--- config.mk ---
export PLATFORM = sky130hd
export DESIGN_NAME = fft_sequencer_flat
export DESIGN_NICKNAME = d
export VERILOG_FILES = /design/src/rtl/fft_sequencer_pkg.sv /design/src/rtl/fft_sequencer_if.sv /design/src/rtl/fft_sequencer_inflight_counter.sv /design/src/rtl/fft_sequencer.sv /design/src/flat_wrapper.sv
export SDC_FILE = /design/constraint.sdc
export NUM_CORES = 1
export LEC_CHECK = 0
export ABC_AREA = 1
export CORE_MARGIN = 10
export CORE_UTILIZATION = 35
export DETAILED_ROUTE_END_ITERATION = 8
export PLACE_DENSITY_LB_ADDON = 0.15
export SLEW_MARGIN = 20
export SYNTH_ARGS = -nofsm -noshare
export SYNTH_HDL_FRONTEND = slang
export SYNTH_SLANG_ARGS = --single-unit
export TNS_END_PERCENT = 100
--- constraint.sdc ---
create_clock -name clk -period 2.6 [get_ports clk]
set_input_delay 0.52 -clock clk [delete_from_list [all_inputs] [get_ports clk]]
set_output_delay 0.52 -clock clk [all_outputs]
set_load 0.03 [all_outputs]
--- src/rtl/fft_sequencer_pkg.sv ---
// Shared types and width helpers for the FFT sequencer and its AGU.
// Widths are functions of N so every FFT-side block derives them identically.
package fft_pkg;

  typedef enum logic [1:0] {
    IDLE  = 2'd0,
    ISSUE = 2'd1,
    DRAIN = 2'd2,
    DONE  = 2'd3
  } state_t;

  localparam int N_DEFAULT = 32;

  function automatic int stage_w(input int n);
    return $clog2($clog2(n));
  endfunction

  function automatic int pair_w(input int n);
    return $clog2(n / 2);
  endfunction

  function automatic int cnt_w(input int n);
    return $clog2(n / 2) + 1;
  endfunction

  localparam int STAGE_W = stage_w(N_DEFAULT);
  localparam int PAIR_W  = pair_w(N_DEFAULT);
  localparam int CNT_W   = cnt_w(N_DEFAULT);

endpackage

--- src/rtl/fft_sequencer_if.sv ---
// Sequencer bundle: controller and write-back inputs, AGU-facing outputs.
// The master side is the sequencer; the slave side is controller plus datapath.
interface fft_sequencer_if #(
  parameter int N = 32
);
  import fft_pkg::*;

  localparam int SW = stage_w(N);
  localparam int PW = pair_w(N);

  logic          start;
  logic          stall;
  logic          wb_valid;
  logic [SW-1:0] stage;
  logic [PW-1:0] pair_id;
  logic          o_valid;
  logic          busy;
  logic          done;
  logic          err;

  modport master (
    input  start,
    input  stall,
    input  wb_valid,
    output stage,
    output pair_id,
    output o_valid,
    output busy,
    output done,
    output err
  );

  modport slave (
    output start,
    output stall,
    output wb_valid,
    input  stage,
    input  pair_id,
    input  o_valid,
    input  busy,
    input  done,
    input  err
  );

endinterface

--- src/rtl/fft_sequencer_inflight_counter.sv ---
// Counts butterflies issued but not yet written back.
// A retirement with nothing in flight saturates at zero and flags underflow.
module inflight_counter
  import fft_pkg::*;
#(
  parameter int CW = CNT_W
) (
  input  logic          clk,
  input  logic          reset,
  input  logic          clear,
  input  logic          inc,
  input  logic          dec,
  output logic [CW-1:0] count,
  output logic          underflow
);

  logic [CW-1:0] count_n;

  assign underflow = dec & ~inc & (count == '0);

  always_comb begin
    count_n = count;
    unique case ({inc, dec})
      2'b10: count_n = count + 1'b1;
      2'b01: count_n = (count == '0) ? count : count - 1'b1;
      default: count_n = count;
    endcase
    if (clear) count_n = '0;
  end

  always_ff @(posedge clk or posedge reset) begin
    if (reset) count <= '0;
    else       count <= count_n;
  end

endmodule

--- src/rtl/fft_sequencer.sv ---
// Sweeps every (stage, pair) of a radix-2 in-place FFT and holds each
// stage boundary until all write-backs of the previous stage have retired.
module fft_sequencer
  import fft_pkg::*;
#(
  parameter int N = 32
) (
  input  logic             clk,
  input  logic             reset,
  fft_sequencer_if.master  bus
);

  localparam int SW = stage_w(N);
  localparam int PW = pair_w(N);
  localparam int CW = cnt_w(N);

  localparam logic [SW-1:0] LAST_STAGE = SW'($clog2(N) - 1);
  localparam logic [PW-1:0] LAST_PAIR  = PW'(N / 2 - 1);

  state_t        state, state_n;
  logic [SW-1:0] stage_q, stage_n;
  logic [PW-1:0] pair_q, pair_n;
  logic          err_q, err_n;
  logic          issue;
  logic          accept;
  logic [CW-1:0] count;
  logic          underflow;

  assign issue  = (state == ISSUE) & ~bus.stall;
  assign accept = (state == IDLE) & bus.start;

  inflight_counter #(.CW(CW)) u_cnt (
    .clk       (clk),
    .reset     (reset),
    .clear     (accept),
    .inc       (issue),
    .dec       (bus.wb_valid),
    .count     (count),
    .underflow (underflow)
  );

  always_comb begin
    state_n = state;
    stage_n = stage_q;
    pair_n  = pair_q;
    unique case (state)
      IDLE: begin
        if (bus.start) begin
          state_n = ISSUE;
          stage_n = '0;
          pair_n  = '0;
        end
      end
      ISSUE: begin
        if (issue) begin
          if (pair_q == LAST_PAIR) begin
            pair_n  = '0;
            state_n = DRAIN;
          end else begin
            pair_n = pair_q + 1'b1;
          end
        end
      end
      // Registered count: at least one drain cycle per stage.
      DRAIN: begin
        if (count == '0) begin
          if (stage_q == LAST_STAGE) begin
            state_n = DONE;
          end else begin
            state_n = ISSUE;
            stage_n = stage_q + 1'b1;
            pair_n  = '0;
          end
        end
      end
      DONE: begin
        state_n = IDLE;
        stage_n = '0;
        pair_n  = '0;
      end
      default: state_n = IDLE;
    endcase
  end

  always_comb begin
    err_n = err_q;
    if (accept)    err_n = 1'b0;
    if (underflow) err_n = 1'b1;
  end

  always_ff @(posedge clk or posedge reset) begin
    if (reset) begin
      state   <= IDLE;
      stage_q <= '0;
      pair_q  <= '0;
      err_q   <= 1'b0;
    end else begin
      state   <= state_n;
      stage_q <= stage_n;
      pair_q  <= pair_n;
      err_q   <= err_n;
    end
  end

  assign bus.stage   = stage_q;
  assign bus.pair_id = pair_q;
  assign bus.o_valid = issue;
  assign bus.busy    = (state != IDLE);
  assign bus.done    = (state == DONE);
  assign bus.err     = err_q;

endmodule

--- src/flat_wrapper.sv ---
// flat-port wrapper written by rule: the top's interface ports become plain ports
module fft_sequencer_flat import fft_pkg::*;
#(
  parameter int N = 32
)
  (clk, reset, bus_start, bus_stall, bus_wb_valid, bus_stage, bus_pair_id, bus_o_valid, bus_busy, bus_done, bus_err);
  fft_sequencer_if #(.N(N)) bus_i ();
  input  logic clk;
  input  logic reset;
  input wire logic [$bits(bus_i.start)-1:0] bus_start;
  input wire logic [$bits(bus_i.stall)-1:0] bus_stall;
  input wire logic [$bits(bus_i.wb_valid)-1:0] bus_wb_valid;
  output wire logic [$bits(bus_i.stage)-1:0] bus_stage;
  output wire logic [$bits(bus_i.pair_id)-1:0] bus_pair_id;
  output wire logic [$bits(bus_i.o_valid)-1:0] bus_o_valid;
  output wire logic [$bits(bus_i.busy)-1:0] bus_busy;
  output wire logic [$bits(bus_i.done)-1:0] bus_done;
  output wire logic [$bits(bus_i.err)-1:0] bus_err;
  assign bus_i.start = bus_start;
  assign bus_i.stall = bus_stall;
  assign bus_i.wb_valid = bus_wb_valid;
  assign bus_stage = bus_i.stage;
  assign bus_pair_id = bus_i.pair_id;
  assign bus_o_valid = bus_i.o_valid;
  assign bus_busy = bus_i.busy;
  assign bus_done = bus_i.done;
  assign bus_err = bus_i.err;
  fft_sequencer #(.N(N)) u_core (.clk(clk), .reset(reset), .bus(bus_i));
endmodule
==> results_dict.tcl <==
set metrics [dict create \
    cts_made_buffers 3 \
    worst_slew_pin_slew_ns 0.6091 \
    globalRouteTotalUtil_pct 8.989 \
    via_count_of_the_first_global_routing_pass 868 \
    grt.overflow.total 0 \
    timing.fmax_mhz 418.0 \
    number_of_endpoints_failing_setup_at_the_final_stage 0 \
    worstReg2RegStart "u_core.state[0]" \
    synth_cell_type_count 20 \
    coreArea_um2 2758 \
    dp_hpwl_um 1698 \
    yosys.area.top_type "sky130_fd_sc_hd__dfrtp_1" \
    worstHoldStart "u_core.bus.err" \
    io_pins 16 \
    gp_congestion 0.9195 \
    timing.setup.critical_path_class "reg2out" \
    startpoint "u_core.state[0]" \
    crit_path_end_kind "output pin" \
    postLayoutCoreUtil_pct 44.69 \
    reg2reg_to "u_core.u_cnt.count[4]" \
    ys_seq_elements 15 \
    synth_top_cells_by_area "sky130_fd_sc_hd__dfrtp_1 37%, sky130_fd_sc_hd__nand2_1 14%, sky130_fd_sc_hd__inv_1 8.1%, sky130_fd_sc_hd__ha_1 7.4%, sky130_fd_sc_hd__o21ai_0 6.4%" \
    synth_sequential_area_ratio_pct 36.99 \
    num-fill-cells 275 \
    finalHoldViolations 0 \
    die-height_um 73.85 \
    die_area_um2 5453 \
    h_tree_level_count 1 \
    floorplan.rows 19 \
    floorplan.initialDensity_pct 36.80 \
    critical_path_s_slowest_cell "sky130_fd_sc_hd__clkdlybuf4s50_1" \
    endpoint_arrival_time_on_the_critical_path_ns 1.87 \
    wire_per_inst_um 11.48 \
    antennaDiodeCount 0 \
    antenna_found_initial 0 \
    die_width_um 73.85 \
    cp_max_fo 5 \
    final.min_clock_period_ns 2.393 \
    reg2reg_setup_slack_ns 0.41 \
    synth-main-ff-cell "sky130_fd_sc_hd__dfrtp_1" \
    status "complete, no violations" \
    clock-sinks 15 \
    avgViaCountPerCell 4.672 \
    clock_tree_from_tritoncts "yes" \
    postSynthAreaPerCell_um2 7.300 \
    clock-skew-final_ns 0.007785 \
    drt_pre_antenna_iters 5 \
    drt_first_iter_violations 46 \
    finalCritPeriodShare_pct 92.02 \
    syn-instance-count 139 \
    cap_viol_max_count 0 \
    critical_path.max_stage_delay_ns 0.70 \
    synth_top_cells_by_count "39 x sky130_fd_sc_hd__nand2_1, 22 x sky130_fd_sc_hd__inv_1, 15 x sky130_fd_sc_hd__dfrtp_1" \
    start_kind "register" \
    clk_latency_ns 0.29 \
    io_buffers 15 \
    critPathRequiredTime_ns 2.08 \
    setup_repair_after_global_routing_missed_its_margin "no" \
    post_cts_resized 0 \
    layout.nets 170 \
    cp_num_cells 5 \
    power.density_nw_per_um2 1112 \
    synth_enable_flop_cells 0 \
    root_buffer "sky130_fd_sc_hd__clkbuf_4" \
    yosysMostFrequentCell "sky130_fd_sc_hd__nand2_1" \
    leakage_uw 0.0006159 \
    antenna_violating_nets_post_route 0 \
    drc 0 \
    maxSlewViolCount 0 \
    layout-drive-gt1-share_pct 10.13 \
    synth_top_area_share_pct 36.99 \
    holdBufCountCts 0 \
    wire_length_of_the_first_global_routing_pass_um 3815 \
    critical_path.top_delay_family "buffers and inverters" \
    synth_fp_nets 150 \
    peakVddDrop_v 0.0007547 \
    cts-root-to-sink-buffers 2 \
    postCtsSetupBuffers 0 \
    post_synth_instance_area_um2 1015 \
    clk_transition_reported_paths_ns 0.09 \
    via_count 883 \
    timing.max_slew.rel_slack_pct 59.35 \
    min-delay-path-class "reg2reg" \
    ys_async_sr_fraction_pct 100.0 \
    wirelength_um 2169 \
    synthToLayoutAreaGrowth_pct 21.45 \
    r2r_cells 17 \
    setup-tns-final_ns 0 \
    crit_chain "inv_2 > nor2_4 > inv_1 > nor2_1 > clkdlybuf4s50_1" \
    worstSetupEndpoint "bus_o_valid" \
    critical_path_buf_inv_count 3 \
    grt_start_max_net_pins 16 \
    ys_warn_count 0 \
]
-- layout by cell type (no fill, tap or decap), types with 3 or more instances in the layout --
| cell | netlist | routed |
|---|---|---|
| sky130_fd_sc_hd__nand2_1 | 39 | 39 |
| sky130_fd_sc_hd__inv_1 | 22 | 22 |
| sky130_fd_sc_hd__clkdlybuf4s50_1 | 0 | 15 |
| sky130_fd_sc_hd__dfrtp_1 | 15 | 15 |
| sky130_fd_sc_hd__o21ai_0 | 13 | 13 |
| sky130_fd_sc_hd__nand3_1 | 11 | 11 |
| sky130_fd_sc_hd__nor2_1 | 8 | 8 |
| sky130_fd_sc_hd__ha_1 | 6 | 6 |
| sky130_fd_sc_hd__inv_2 | 3 | 3 |
| sky130_fd_sc_hd__xnor2_1 | 3 | 3 |
| sky130_fd_sc_hd__clkbuf_4 | 0 | 3 |
-- layout make-up --
type | count | area, µm² | share of cell area, %
clock buffers | 4 | 26.28 | 2.132
inverters | 25 | 93.84 | 7.614
multi-input cells | 98 | 540.5 | 43.86
flip-flops and latches | 15 | 375.4 | 30.46
well taps | 31 | 38.79 | 3.147
repair buffers | 16 | 157.7 | 12.79
-- metal layers --
| layer | global-route usage, % | share of wire, % |
|---|---|---|
| met1 | 10.32 | 44 |
| met2 | 13.73 | 48 |
| met3 | 4.711 | 6.3 |
| met4 | 3.520 | 1.3 |
| met5 | 0 | 0 |
-- through the flow --
stage	cell area [µm²]	power [µW]	hold WS, ns	instances	worst slack [ns]
2_1_floorplan	1015	1008	0.4215	139	0.1039
3_3_place_gp	1206	1235	0.5128	185	0.2601
3_5_place_dp	1206	1243	0.5228	185	0.1722
4_1_cts	1232	1394	0.5458	189	0.1578
5_1_grt	1232	1523	0.5707	189	0.05553
6_report	1232	1370	0.5295	189	0.2074
-- power by group --
group	switching (µW)	total, µW	internal, µW
clock network	79.4	139	59.7
registers	96.2	415	319
logic	508	816	308
total	684	1370	686
-- registers in the layout, summed over array words and instances (netlist names) --
| register | cells |
|---|---|
| u_core.bus.err | 1 |
| u_core.bus.pair_id | 4 |
| u_core.u_cnt.count | 5 |
| u_core.bus.stage | 3 |
| u_core.state | 2 |
-- cell families (layout without fill, tap and decap cells) --
logic type                 after synthesis  count (layout)  synth area share [%]
buffers and inverters                   26              45                 9.741
adders and majority gates                6               6                 7.398
xor gates and xnor gates                 5               5                 4.316
AOI/OAI and AO/OA                       17              17                 8.385
and+or+nand+nor                         70              70                 33.17
DFF                                     15              15                 36.99
-- worst reg2reg max path: cells and delay by family (launching register included) --
family        cells  cell delay (ns)
simple gates     10             0.94
fa+ha+maj         2             0.39
flops             1             0.45
buf+inv           5             0.35
-- how the worst min path moves through the flow --
stage,end,slack (ns),cells past startpoint
after floorplan,u_core.bus.err,0.42,1
after global placement,u_core.bus.err,0.51,2
after detailed placement,u_core.bus.err,0.52,2
after CTS,u_core.bus.err,0.55,2
after global routing,u_core.u_cnt.count[4],0.57,2
final,u_core.bus.err,0.53,2
Power figures use the tool's default switching activity.
